--- src/rtl/priority_arbiter_4ch.sv ---
// ============================================================================
// priority_arbiter_4ch : 4-requester arbiter, fixed or round-robin priority,
//                        bounded hold time with forced release. Rev 1.0
// ============================================================================
`timescale 1ns/1ps
`default_nettype none

module priority_arbiter_4ch #(
    parameter int MAX_HOLD = 16
) (
    input  logic       clk,
    input  logic       rst_n,
    input  logic [3:0] req,
    input  logic       rr_mode,
    output logic [3:0] grant,
    output logic [1:0] grant_id,
    output logic       grant_valid,
    output logic       timeout_pulse
);

    typedef enum logic [1:0] {
        IDLE = 2'd0,
        BUSY = 2'd1,
        GAP  = 2'd2
    } state_t;

    localparam logic [7:0] HOLD_LIMIT = 8'(MAX_HOLD);

    state_t     state_q, state_d;
    logic [3:0] grant_q, grant_d;
    logic [1:0] id_q, id_d;
    logic [1:0] last_q, last_d;
    logic       valid_q, valid_d;
    logic       to_q, to_d;
    logic [7:0] hold_q, hold_d;

    logic [1:0] fix_id;
    logic [1:0] rr_id;
    logic [1:0] win_id;

    // Later iterations overwrite earlier ones, so the highest set bit wins for
    // fixed mode and the nearest bit after last_q wins for round-robin.
    always_comb begin
        fix_id = 2'd0;
        rr_id  = 2'd0;
        for (int i = 0; i < 4; i++) begin
            if (req[i]) fix_id = 2'(i);
        end
        for (int k = 4; k >= 1; k--) begin
            if (req[last_q + 2'(k)]) rr_id = last_q + 2'(k);
        end
        win_id = rr_mode ? rr_id : fix_id;
    end

    always_comb begin
        state_d = state_q;
        grant_d = grant_q;
        id_d    = id_q;
        valid_d = valid_q;
        to_d    = 1'b0;
        hold_d  = hold_q;
        last_d  = last_q;
        case (state_q)
            IDLE, GAP: begin
                if (|req) begin
                    state_d = BUSY;
                    grant_d = 4'b0001 << win_id;
                    id_d    = win_id;
                    valid_d = 1'b1;
                    hold_d  = 8'd1;
                    last_d  = win_id;
                end else begin
                    state_d = IDLE;
                    grant_d = 4'b0000;
                    id_d    = 2'd0;
                    valid_d = 1'b0;
                    hold_d  = 8'd0;
                end
            end
            BUSY: begin
                if (!req[id_q] || (hold_q >= HOLD_LIMIT)) begin
                    state_d = GAP;
                    grant_d = 4'b0000;
                    id_d    = 2'd0;
                    valid_d = 1'b0;
                    hold_d  = 8'd0;
                    to_d    = req[id_q];
                end else begin
                    hold_d  = hold_q + 8'd1;
                end
            end
            default: begin
                state_d = IDLE;
                grant_d = 4'b0000;
                id_d    = 2'd0;
                valid_d = 1'b0;
                hold_d  = 8'd0;
            end
        endcase
    end

    always_ff @(posedge clk or negedge rst_n) begin
        if (!rst_n) begin
            state_q <= IDLE;
            grant_q <= 4'b0000;
            id_q    <= 2'd0;
            last_q  <= 2'd3;
            valid_q <= 1'b0;
            to_q    <= 1'b0;
            hold_q  <= 8'd0;
        end else begin
            state_q <= state_d;
            grant_q <= grant_d;
            id_q    <= id_d;
            last_q  <= last_d;
            valid_q <= valid_d;
            to_q    <= to_d;
            hold_q  <= hold_d;
        end
    end

    assign grant         = grant_q;
    assign grant_id      = id_q;
    assign grant_valid   = valid_q;
    assign timeout_pulse = to_q;

endmodule

`default_nettype wire
--- config.mk ---
export PLATFORM = sky130hd
export DESIGN_NAME = priority_arbiter_4ch
export DESIGN_NICKNAME = d
export VERILOG_FILES = /design/src/rtl/priority_arbiter_4ch.sv
export SDC_FILE = /design/constraint.sdc
export NUM_CORES = 1
export LEC_CHECK = 0
export ABC_AREA = 1
export CAP_MARGIN = 0
export CELL_PAD_IN_SITES_DETAIL_PLACEMENT = 1
export CELL_PAD_IN_SITES_GLOBAL_PLACEMENT = 1
export CORE_ASPECT_RATIO = 0.5
export CORE_MARGIN = 5
export CORE_UTILIZATION = 42
export CTS_CLUSTER_DIAMETER = 60
export CTS_CLUSTER_SIZE = 8
export DETAILED_ROUTE_END_ITERATION = 6
export GPL_TIMING_DRIVEN = 0
export PLACE_DENSITY = 0.93
export SLEW_MARGIN = 20
export SYNTH_ARGS = -nofsm -noshare
export SYNTH_HDL_FRONTEND = slang
export SYNTH_SLANG_ARGS = --single-unit
--- constraint.sdc ---
create_clock -name clk -period 3.15 [get_ports clk]
set_input_delay 0.945 -clock clk [delete_from_list [all_inputs] [get_ports clk]]
set_output_delay 0.945 -clock clk [all_outputs]
set_load 0.05 [all_outputs]
==> results of run 1 <==
state kept, by name, summed over array words and instances (netlist names):
signal	count
grant_id	2
state_q	2
hold_q	8
timeout_pulse	1
last_q	2
grant_valid	1
grant	4
logic make-up after synthesis:
| logic type | Yosys count | share of synthesized area [%] |
|---|---|---|
| fa+ha+maj | 2 | 2.285 |
| xor+xnor | 3 | 2.400 |
| compound gates | 12 | 6.399 |
| flops | 20 | 45.94 |
| simple gates | 77 | 33.71 |
| buf+inv | 22 | 8.914 |
| other cells | 1 | 0.3425 |
metrics by stage:
step | power, W | cells | utilization [%] | instance area, um2
6_report | 0.001436 | 194 | 53.60 | 1360
4_1_cts | 0.001453 | 194 | 53.60 | 1360
3_5_place_dp | 0.001163 | 190 | 50.79 | 1289
3_3_place_gp | 0.001127 | 190 | 50.79 | 1289
5_1_grt | 0.001541 | 194 | 53.60 | 1360
2_1_floorplan | 0.0009510 | 139 | - | 1102
synth_stat cells (2+ instances only):
library cell   n
a21oi_1        2
dfrtp_1       18
dfstp_2        2
ha_1           2
inv_1         17
inv_2          3
nand2_1       40
nand2_2       12
nand3_1        6
nand3_2        2
nand4_1        2
nor2_1        10
o211ai_1       2
o21ai_0        3
o21ai_1        3
xor2_1         2
area by class of cell:
type | count | area, um2
Buffer | 1 | 11.26
Inverter | 21 | 86.33
Fill cell | 316 | 1177
Clock buffer | 3 | 41.29
Multi-Input combinational cell | 97 | 501.7
Sequential cell | 20 | 503.0
Tap cell | 37 | 46.29
Timing Repair Buffer | 14 | 140.1
Clock inverter | 1 | 30.03
metal layers:
layer | global-route usage [%] | up-vias
met5 | 0 | -
met2 | 34.24 | 13
li1 | - | 464
met1 | 20.05 | 456
met4 | 11.92 | 0
met3 | 4.297 | 9
cells in the final DEF (no fill, tap or decap), drive strengths merged:
cell type / Yosys / layout
dfstp: 2 / 2
o211ai: 2 / 2
ha: 2 / 2
nor4: 2 / 2
nand3: 8 / 8
nand2: 52 / 52
a21oi: 2 / 2
buf: 1 / 1
dfrtp: 18 / 18
bufinv: 0 / 1
xor2: 2 / 2
o21ai: 7 / 7
inv: 21 / 21
nor2: 11 / 11
clkbuf: 0 / 3
and3: 1 / 1
nand4: 3 / 3
conb: 1 / 3
clkdlybuf4s50: 0 / 14
a31oi: 1 / 1
xnor2: 1 / 1
worst register-to-register path: cells and delay by family (launching register included):
kind	cells	cell delay [ps]
buf+inv	3	230
flops	1	530
simple gates	10	810
worst max path at each step:
stage	cells past startpoint	endpoint	startpoint	slack, ps
finish	1	grant_id[0]	grant_id[0]$_DFFE_PN0P_	660
global placement	12	grant[2]$_DFFE_PN0P_	req[3]	660
global route	1	grant_id[0]	grant_id[0]$_DFFE_PN0P_	610
detailed placement	13	grant_id[1]$_DFFE_PN0P_	req[3]	640
floorplan	6	grant_id[0]$_DFFE_PN0P_	req[0]	1380
CTS	1	grant_id[0]	grant_id[0]$_DFFE_PN0P_	640
power by group:
part | leakage [nW] | switching (W) | internal [W]
Clock | 0.0357 | 0.0000914 | 0.000170
Sequential | 0.252 | 0.0000697 | 0.000345
Combinational | 0.407 | 0.000518 | 0.000243
==> results.md, run 1 <==
* F_max at between 400 and 500 MHz
* Outcome: completed
* MaxCap Viol Count at 0
* VDD IR max at roughly 0.47 mV
* H-tree levels at 1
* Post-DP HPWL at between 1.5 and 2 mm
* Fin crit period at 2494 ps
* Fraction of layout cells with a size suffix above 1 at between 10% and 20%
* Synth top area share at approximately 41%
* R2R depth at 13
* RR Startpoint: last_q[0]$_DFFE_PN1P_
* Metal3 WL at roughly 70 um
* Max Used Layer: met4
* WP buf/inv at 1
* Hold-fix buffers, CTS at 0
* Clk sinks at 20
* Crit-path max FO at 6
* Hold path startpoint: state_q[1]$_DFFE_PN0P_
* Post-synth top area cell: dfrtp_1
* First-pass GRT wire length at slightly above 5 mm
* Largest cells by area after synthesis: dfrtp_1 41%, nand2_1 14%, nand2_2 6.9%, inv_1 5.8%, dfstp_2 4.8%
* Die X-Extent at 82.21 um
* Data arrival, critical path at between 1500 and 2000 ps
* Num CTS Buffers at 3
* Fin nets at between 150 and 200
* Post-synth cell types at 27
* Seq cells post-synth at 20
* Hold depth at 1
* Cell family with most CP delay: buffers and inverters
* CP Class: reg -> out
* Ys flop type: dfrtp_1
* Worst hold margin at ~490 ps
* Post-cts gate resize count at 0
* R2r endpoint: grant[0]$_DFFE_PN0P_
* Gpl congestion at just under 0.8
* P_leak at just under 0.7 nW
* Post-synthesis sequential area ratio at a little under half
* Site Rows at 13
* 1st-iter DRT viols at 27
* Die Y at 46.10 um
* Number of synthesized flops with an enable pin at 0
* Tot GR Track Use at between 10% and 20%
* Vias at between 900 and 1,000
* Period utilization at slightly below 80%
* # IOs at 15
* Die ar. at 3790 um2
* Starting density of the core at around 43%
* Max-Slew Margin vs Limit at between 30% and 40%
* Initial antenna violation count at 0
* Place WS at approximately 640 ps
* Slew Limit Fails at 0
* Largest net degree at the start of global routing at 21
* Worst EP required at 2200 ps
* PwrDens at approximately 1100 nW/um2
* Wirelength per Cell at 15.01 um
* Routed Antenna Nets at 0
* Worst-path cell chain: clkdlybuf4s50_1
* Worst Slack Setup Final at ~660 ps
* Slowest cell on crit path: clkdlybuf4s50_1
* Skew final at 8.755 ps
* Gr ovfl total at 0
* Hold Path Class: reg -> reg
* Worst skew pair latency at 270 ps
* Fin. Hold Viols at 0
* Core area at around 2500 um2
* Setup violators final at 0
* Hold Crit Endpoint: timeout_pulse$_DFF_PN0_
* CTS tree: yes
* Clk slew on worst S/H paths at about 80 ps
* Vias in the first global route at roughly 1,000
* Antenna Cells at 0
* Met2 wire length at between 1.5 and 2 mm
* Syn Area/Cell at 7.991 um2
* Worst-Margin Slew at ~900 ps
* Drt via density at just under 5
* Crit start category: flop
* Post-Syn Instances at ~140
* CP max stage delay at 840 ps
* DRC Markers at 0
* PortBufs at 14
* Post-Route Setup TNS at 0 ps
* Yosys warnings at 0
* CTS Root Cell: clkbuf_8
* Fraction of registers with async set or reset after synthesis at 100.0%
* TritonRoute pass-1 iters at 4
* Met1 Routed Length at around 1.2 mm
* FF-to-FF setup slack at 1530 ps
* Synth Cell Area at about 1100 um2
* P&R area growth vs syn at 24.23%
* Clock buffer depth at 2
* Post-CTS Setup Inserts at 0
* Final WL at around 2.9 mm
* CP Capture Type: output pin
* RSZ-0062 raised after global routing: no
No activity file was read; power rests on OpenSTA's default activity.
==> inputs of run 2 (changes only) <==
--- a/config.mk
+++ b/config.mk
@@ -11,12 +11,12 @@
 export CELL_PAD_IN_SITES_GLOBAL_PLACEMENT = 1
 export CORE_ASPECT_RATIO = 0.5
 export CORE_MARGIN = 5
-export CORE_UTILIZATION = 42
+export CORE_UTILIZATION = 35
 export CTS_CLUSTER_DIAMETER = 60
 export CTS_CLUSTER_SIZE = 8
 export DETAILED_ROUTE_END_ITERATION = 6
 export GPL_TIMING_DRIVEN = 0
-export PLACE_DENSITY = 0.93
+export PLACE_DENSITY = 0.84
 export SLEW_MARGIN = 20
 export SYNTH_ARGS = -nofsm -noshare
 export SYNTH_HDL_FRONTEND = slang
==> constraint.sdc (replaced) <==
create_clock -name clk -period 2.2 [get_ports clk]
set_input_delay 0.66 -clock clk [delete_from_list [all_inputs] [get_ports clk]]
set_output_delay 0.66 -clock clk [all_outputs]
set_load 0.05 [all_outputs]
==> results.md, run 2 (same netlist as run 1, synthesis figures left out) <==
* Die Y at just under 50 um
* Worst hold margin at approximately 450 ps
* Worst-path cell chain: clkdlybuf4s50_1
* Cell family with most CP delay: buffers and inverters
* Worst skew pair latency at roughly 260 ps
* Period utilization at 94.74%
* Data arrival, critical path at roughly 1400 ps
* Largest register FFs at 8
* P_leak at 0.6851 nW
* Post-route cell area at between 1000 and 1500 um2
* Most frequent cells in the layout: 40 x nand2_1, 18 x dfrtp_1, 17 x inv_1
* PwrDens at about 1400 nW/um2
* Worst-Margin Slew at 885.6 ps
* Die X-Extent at roughly 90 um
* VDD IR max at roughly 0.46 mV
* Fin crit period at about 2100 ps
* Gr ovfl total at 0
* F_max at 479.8 MHz
* Post-DP HPWL at ~1.9 mm
* P&R area growth vs syn at 22.06%
* Gpl congestion at 0.7367
* Fraction of layout cells with a size suffix above 1 at between 15 and 20%
* Tot GR Track Use at a little under an eighth
* CP max stage delay at about 810 ps
* Slew Limit Fails at 0
* Drt via density at between 4 and 5
* Hold Path Class: reg -> reg
* CP Capture Type: output pin
* Die ar. at roughly 4400 um2
* Largest net degree at the start of global routing at 21
* PortBufs at 14
* Skew final at ~2.6 ps
* Clock buffer depth at 2
* RSZ-0062 raised after global routing: no
* Slowest cell on crit path: clkdlybuf4s50_1
* Crit start category: flop
* Core area at 2995 um2
* Placed cell areas at about 1300 um2
* Biggest register: hold_q
* Fin. Hold Viols at 0
* Initial antenna violation count at 0
* FILL cells at 370
* Antenna Cells at 0
* Vias in the first global route at a little over 900
* Clk sinks at 20
* Crit-path max FO at 2
* 1st-iter DRT viols at between 40 and 50
* Setup violators final at 0
* CP Class: reg -> out
* Wirelength per Cell at 12.43 um
* MaxCap Viol Count at 0
* Vias at roughly 900
* Site Rows at 14
* First-pass GRT wire length at 4.174 mm
* Worst EP required at around 1500 ps
* TritonRoute pass-1 iters at 2
* Clk slew on worst S/H paths at ~70 ps
* # IOs at 15
* Most common cell after layout, fill and taps aside: nand2_1
* DRC Markers at 0
* H-tree levels at 1
* CTS Root Cell: clkbuf_8
* WP buf/inv at 1
* Outcome: completed
* Starting density of the core at a little over a third
* Fin nets at 167
* Final WL at roughly 2.4 mm
* Routed Antenna Nets at 0
* Max-Slew Margin vs Limit at 40.77%
* CTS tree: yes
* Num CTS Buffers at 3
==> run 2: cell count changes in the layout (fill, tap and decap cells not counted) <==
cell,previous run,this run
bufinv_16,1,0
clkbuf_1,0,1
clkdlybuf4s50_1,14,13
dlygate4sd2_1,0,1
==> run 2: metal layers <==
metal	up-vias	wire length, um	track usage [%]
met5	-	0	0
met4	0	19	2.970
met3	2	41	1.997
met2	8	1241	21.39
met1	428	1145	14.34
li1	463	-	-
==> run 2: repair_timing <==
| action | CTS | global route |
|---|---|---|
| resized for setup | 1 | 0 |
| hold buffers | 0 | 0 |
| setup endpoints to repair | 1 | 0 |
| setup buffers | 0 | 0 |
==> run 2: path summary, 6_finish.rpt <==
kind | cells after the start | endpoint | slack, ps | from
max | 1 | grant[0] | 120 | grant[0]$_DFFE_PN0P_
min | 1 | timeout_pulse$_DFF_PN0_ | 450 | state_q[1]$_DFFE_PN0P_
max reg2reg | 13 | grant[2]$_DFFE_PN0P_ | 540 | last_q[0]$_DFFE_PN1P_
min reg2reg | 1 | timeout_pulse$_DFF_PN0_ | 450 | state_q[1]$_DFFE_PN0P_
max in group asynchronous | 1 | grant_valid$_DFFE_PN0P_ | 750 | rst_n
min in group asynchronous | 1 | timeout_pulse$_DFF_PN0_ | 900 | rst_n
==> run 2: per-stage QoR <==
stage | worst slack (ps) | total power, W | instances | util, % | TNS, ps
finish | 115.8 | 0.001896 | 197 | 44.61 | 0
global route | 41.89 | 0.002037 | 197 | 44.61 | 0
floorplan | 705.9 | 0.001362 | 139 | - | 0
global placement | 10.37 | 0.001615 | 193 | 43.15 | 0
CTS | 114.5 | 0.001910 | 197 | 44.61 | 0
detailed placement | -49.86 | 0.001659 | 193 | 43.15 | -108.1
==> run 2: cell type report <==
cell class,instances,area [um2],area share (%)
Clock buffer,4,45.04,3.371
Inverter,21,86.33,6.461
Tap cell,40,50.05,3.745
Buffer,1,11.26,0.8427
Sequential cell,20,503.0,37.64
Timing Repair Buffer,14,138.9,10.39
Multi-Input combinational cell,97,501.7,37.55
==> run 2: power breakdown <==
group	internal [W]	total (W)	switching, W
registers	0.000494	0.000583	0.0000891
clock network	0.000129	0.000246	0.000117
logic	0.000342	0.00107	0.000724
total	0.000965	0.00190	0.000931
==> inputs of run 3 (changes only) <==
--- a/config.mk
+++ b/config.mk
@@ -16,8 +16,10 @@
 export CTS_CLUSTER_SIZE = 8
 export DETAILED_ROUTE_END_ITERATION = 6
 export GPL_TIMING_DRIVEN = 0
-export PLACE_DENSITY = 0.84
+export PLACE_DENSITY_LB_ADDON = 0.1
+export SKIP_LAST_GASP = 1
 export SLEW_MARGIN = 20
 export SYNTH_ARGS = -nofsm -noshare
 export SYNTH_HDL_FRONTEND = slang
 export SYNTH_SLANG_ARGS = --single-unit
+export TNS_END_PERCENT = 10
==> results.md, run 3 (same netlist as run 1, synthesis figures left out) <==
* Outcome: completed
* CP Class: reg -> out
* DRC Markers at 0
* Crit-path max FO at 2
* PwrDens at ~1400 nW/um2
* Final WL at around 2.4 mm
* Slew Limit Fails at 0
* Vias at 922
* Clk sinks at 20
* Worst-Margin Slew at ~900 ps
* Post-route cell area at about 1400 um2
* Core area at 2995 um2
* Hold Path Class: reg -> reg
* Layout Cells excl Fill at around 200
* TritonRoute pass-1 iters at 3
* Clock network power share at 14.5%
* Tot GR Track Use at 12.04%
* Fin. Hold Viols at 0
* Die X-Extent at roughly 89 um
* MaxCap Viol Count at 0
* Storage cell area at approximately 500 um2
* Slowest cell on crit path: clkdlybuf4s50_1
* Period utilization at between 90% and 100%
* Antenna Cells at 0
* Vias in the first global route at about 900
* Most common cell after layout, fill and taps aside: nand2_1
* Site Rows at 14
* Wirelength per Cell at roughly 12 um
* Worst-path cell chain: clkdlybuf4s50_1
* Data arrival, critical path at roughly 1400 ps
* # IOs at 15
* Gr ovfl total at 0
* Worst skew pair latency at between 200 and 300 ps
* Largest net degree at the start of global routing at 21
* Die Y at slightly below 50 um
* Skew final at between 4 and 5 ps
* CP max stage delay at 800 ps
* Largest register FFs at 8
* Crit start category: flop
* Biggest register: hold_q
* Cell family with most CP delay: buffers and inverters
* Internal at between 0.0009 and 0.001 W
* Max-Slew Margin vs Limit at approximately two fifths
* Post-Route Setup TNS at 0 ps
* Fin crit period at roughly 2100 ps
* Worst EP required at between 1500 and 2000 ps
* WP buf/inv at 1
* H-tree levels at 1
* Most frequent cells in the layout: 40 x nand2_1, 18 x dfrtp_1, 17 x inv_1
* Num CTS Buffers at 3
* Clk slew on worst S/H paths at around 80 ps
* Sw Pwr at 0.0009228 W
* Sequential share of power at around 30%
* Initial antenna violation count at 0
* First-pass GRT wire length at around 4.2 mm
* CTS Root Cell: clkbuf_8
* Total Power at roughly 0.0019 W
* Placed cell areas at 1292 um2
* Inst Count DP at approximately 190
* Sw Ratio at 48.01%
* PortBufs at 14
* Hold-fix buffers, CTS at 0
* Fin nets at between 150 and 200
* Fraction of layout cells with a size suffix above 1 at a little under a fifth
* P&R area growth vs syn at 23.31%
* Clock buffer depth at 2
* F_max at just under 500 MHz
* Multi-input gate area at roughly 500 um2
* Gpl congestion at between 0.7 and 0.8
* Drt via density at roughly 4.7
* 1st-iter DRT viols at 18
* Post-DP HPWL at approximately 1.9 mm
* Comb power frac at 55.3%
* Routed Antenna Nets at 0
* VDD IR max at ~0.45 mV
* Setup violators final at 0
* CP Capture Type: output pin
* Die ar. at approximately 4400 um2
* RSZ-0062 raised after global routing: no
* P_leak at between 0.7 and 0.8 nW
* CTS tree: yes
* FILL cells at between 300 and 400
* Starting density of the core at about 37%
==> run 3: metrics by stage <==
stage	hold slack (ps)	util, %	setup WS [ps]
finish	430.4	45.07	118.6
detailed placement	425.4	43.15	-77.34
global placement	425.6	43.15	-78.14
global route	452.4	45.07	15.88
floorplan	364.4	-	705.9
CTS	434.4	44.99	11.37
==> run 3: final timing paths <==
kind,from,to,slack (ps),depth (start not counted)
hold / removal,state_q[1]$_DFFE_PN0P_,timeout_pulse$_DFF_PN0_,430,1
max in group asynchronous,rst_n,state_q[1]$_DFFE_PN0P_,760,1
setup / recovery,grant[3]$_DFFE_PN0P_,grant[3],120,1
setup reg to reg,last_q[0]$_DFFE_PN1P_,grant[2]$_DFFE_PN0P_,600,12
hold reg to reg,state_q[1]$_DFFE_PN0P_,timeout_pulse$_DFF_PN0_,430,1
min in group asynchronous,rst_n,grant[2]$_DFFE_PN0P_,900,1
==> run 3: metal layers <==
metal / GRT usage [%] / share of wire, % / routed length (um)
met2: 18.95 / 47 / 1123
met1: 16.41 / 49 / 1171
met4: 2.970 / 0.97 / 23
met3: 3.161 / 2.6 / 62
met5: 0 / 0 / 0
==> run 3: what timing repair did <==
item                                    4_1_cts  5_1_grt
setup buffers                                 0        0
endpoints found under the setup margin        0        1
resized for setup                             0        1
==> run 3: layout make-up <==
cell class,count,share of cell area [%]
flip-flops and latches,20,37.26
multi-input cells,97,37.16
repair buffers,14,10.57
inverters,21,6.395
clock buffers,4,4.078
well taps,40,3.707
plain buffers,1,0.8341
==> run 3: power groups by stage <==
stage / combinational, W / sequential, W / clock [W]
detailed placement: 0.00107 / 0.000589 / 0
CTS: 0.00108 / 0.000583 / 0.000284
global placement: 0.00105 / 0.000581 / 0
finish: 0.00106 / 0.000580 / 0.000279
floorplan: 0.000568 / 0.000793 / 0
global route: 0.00117 / 0.000603 / 0.000305
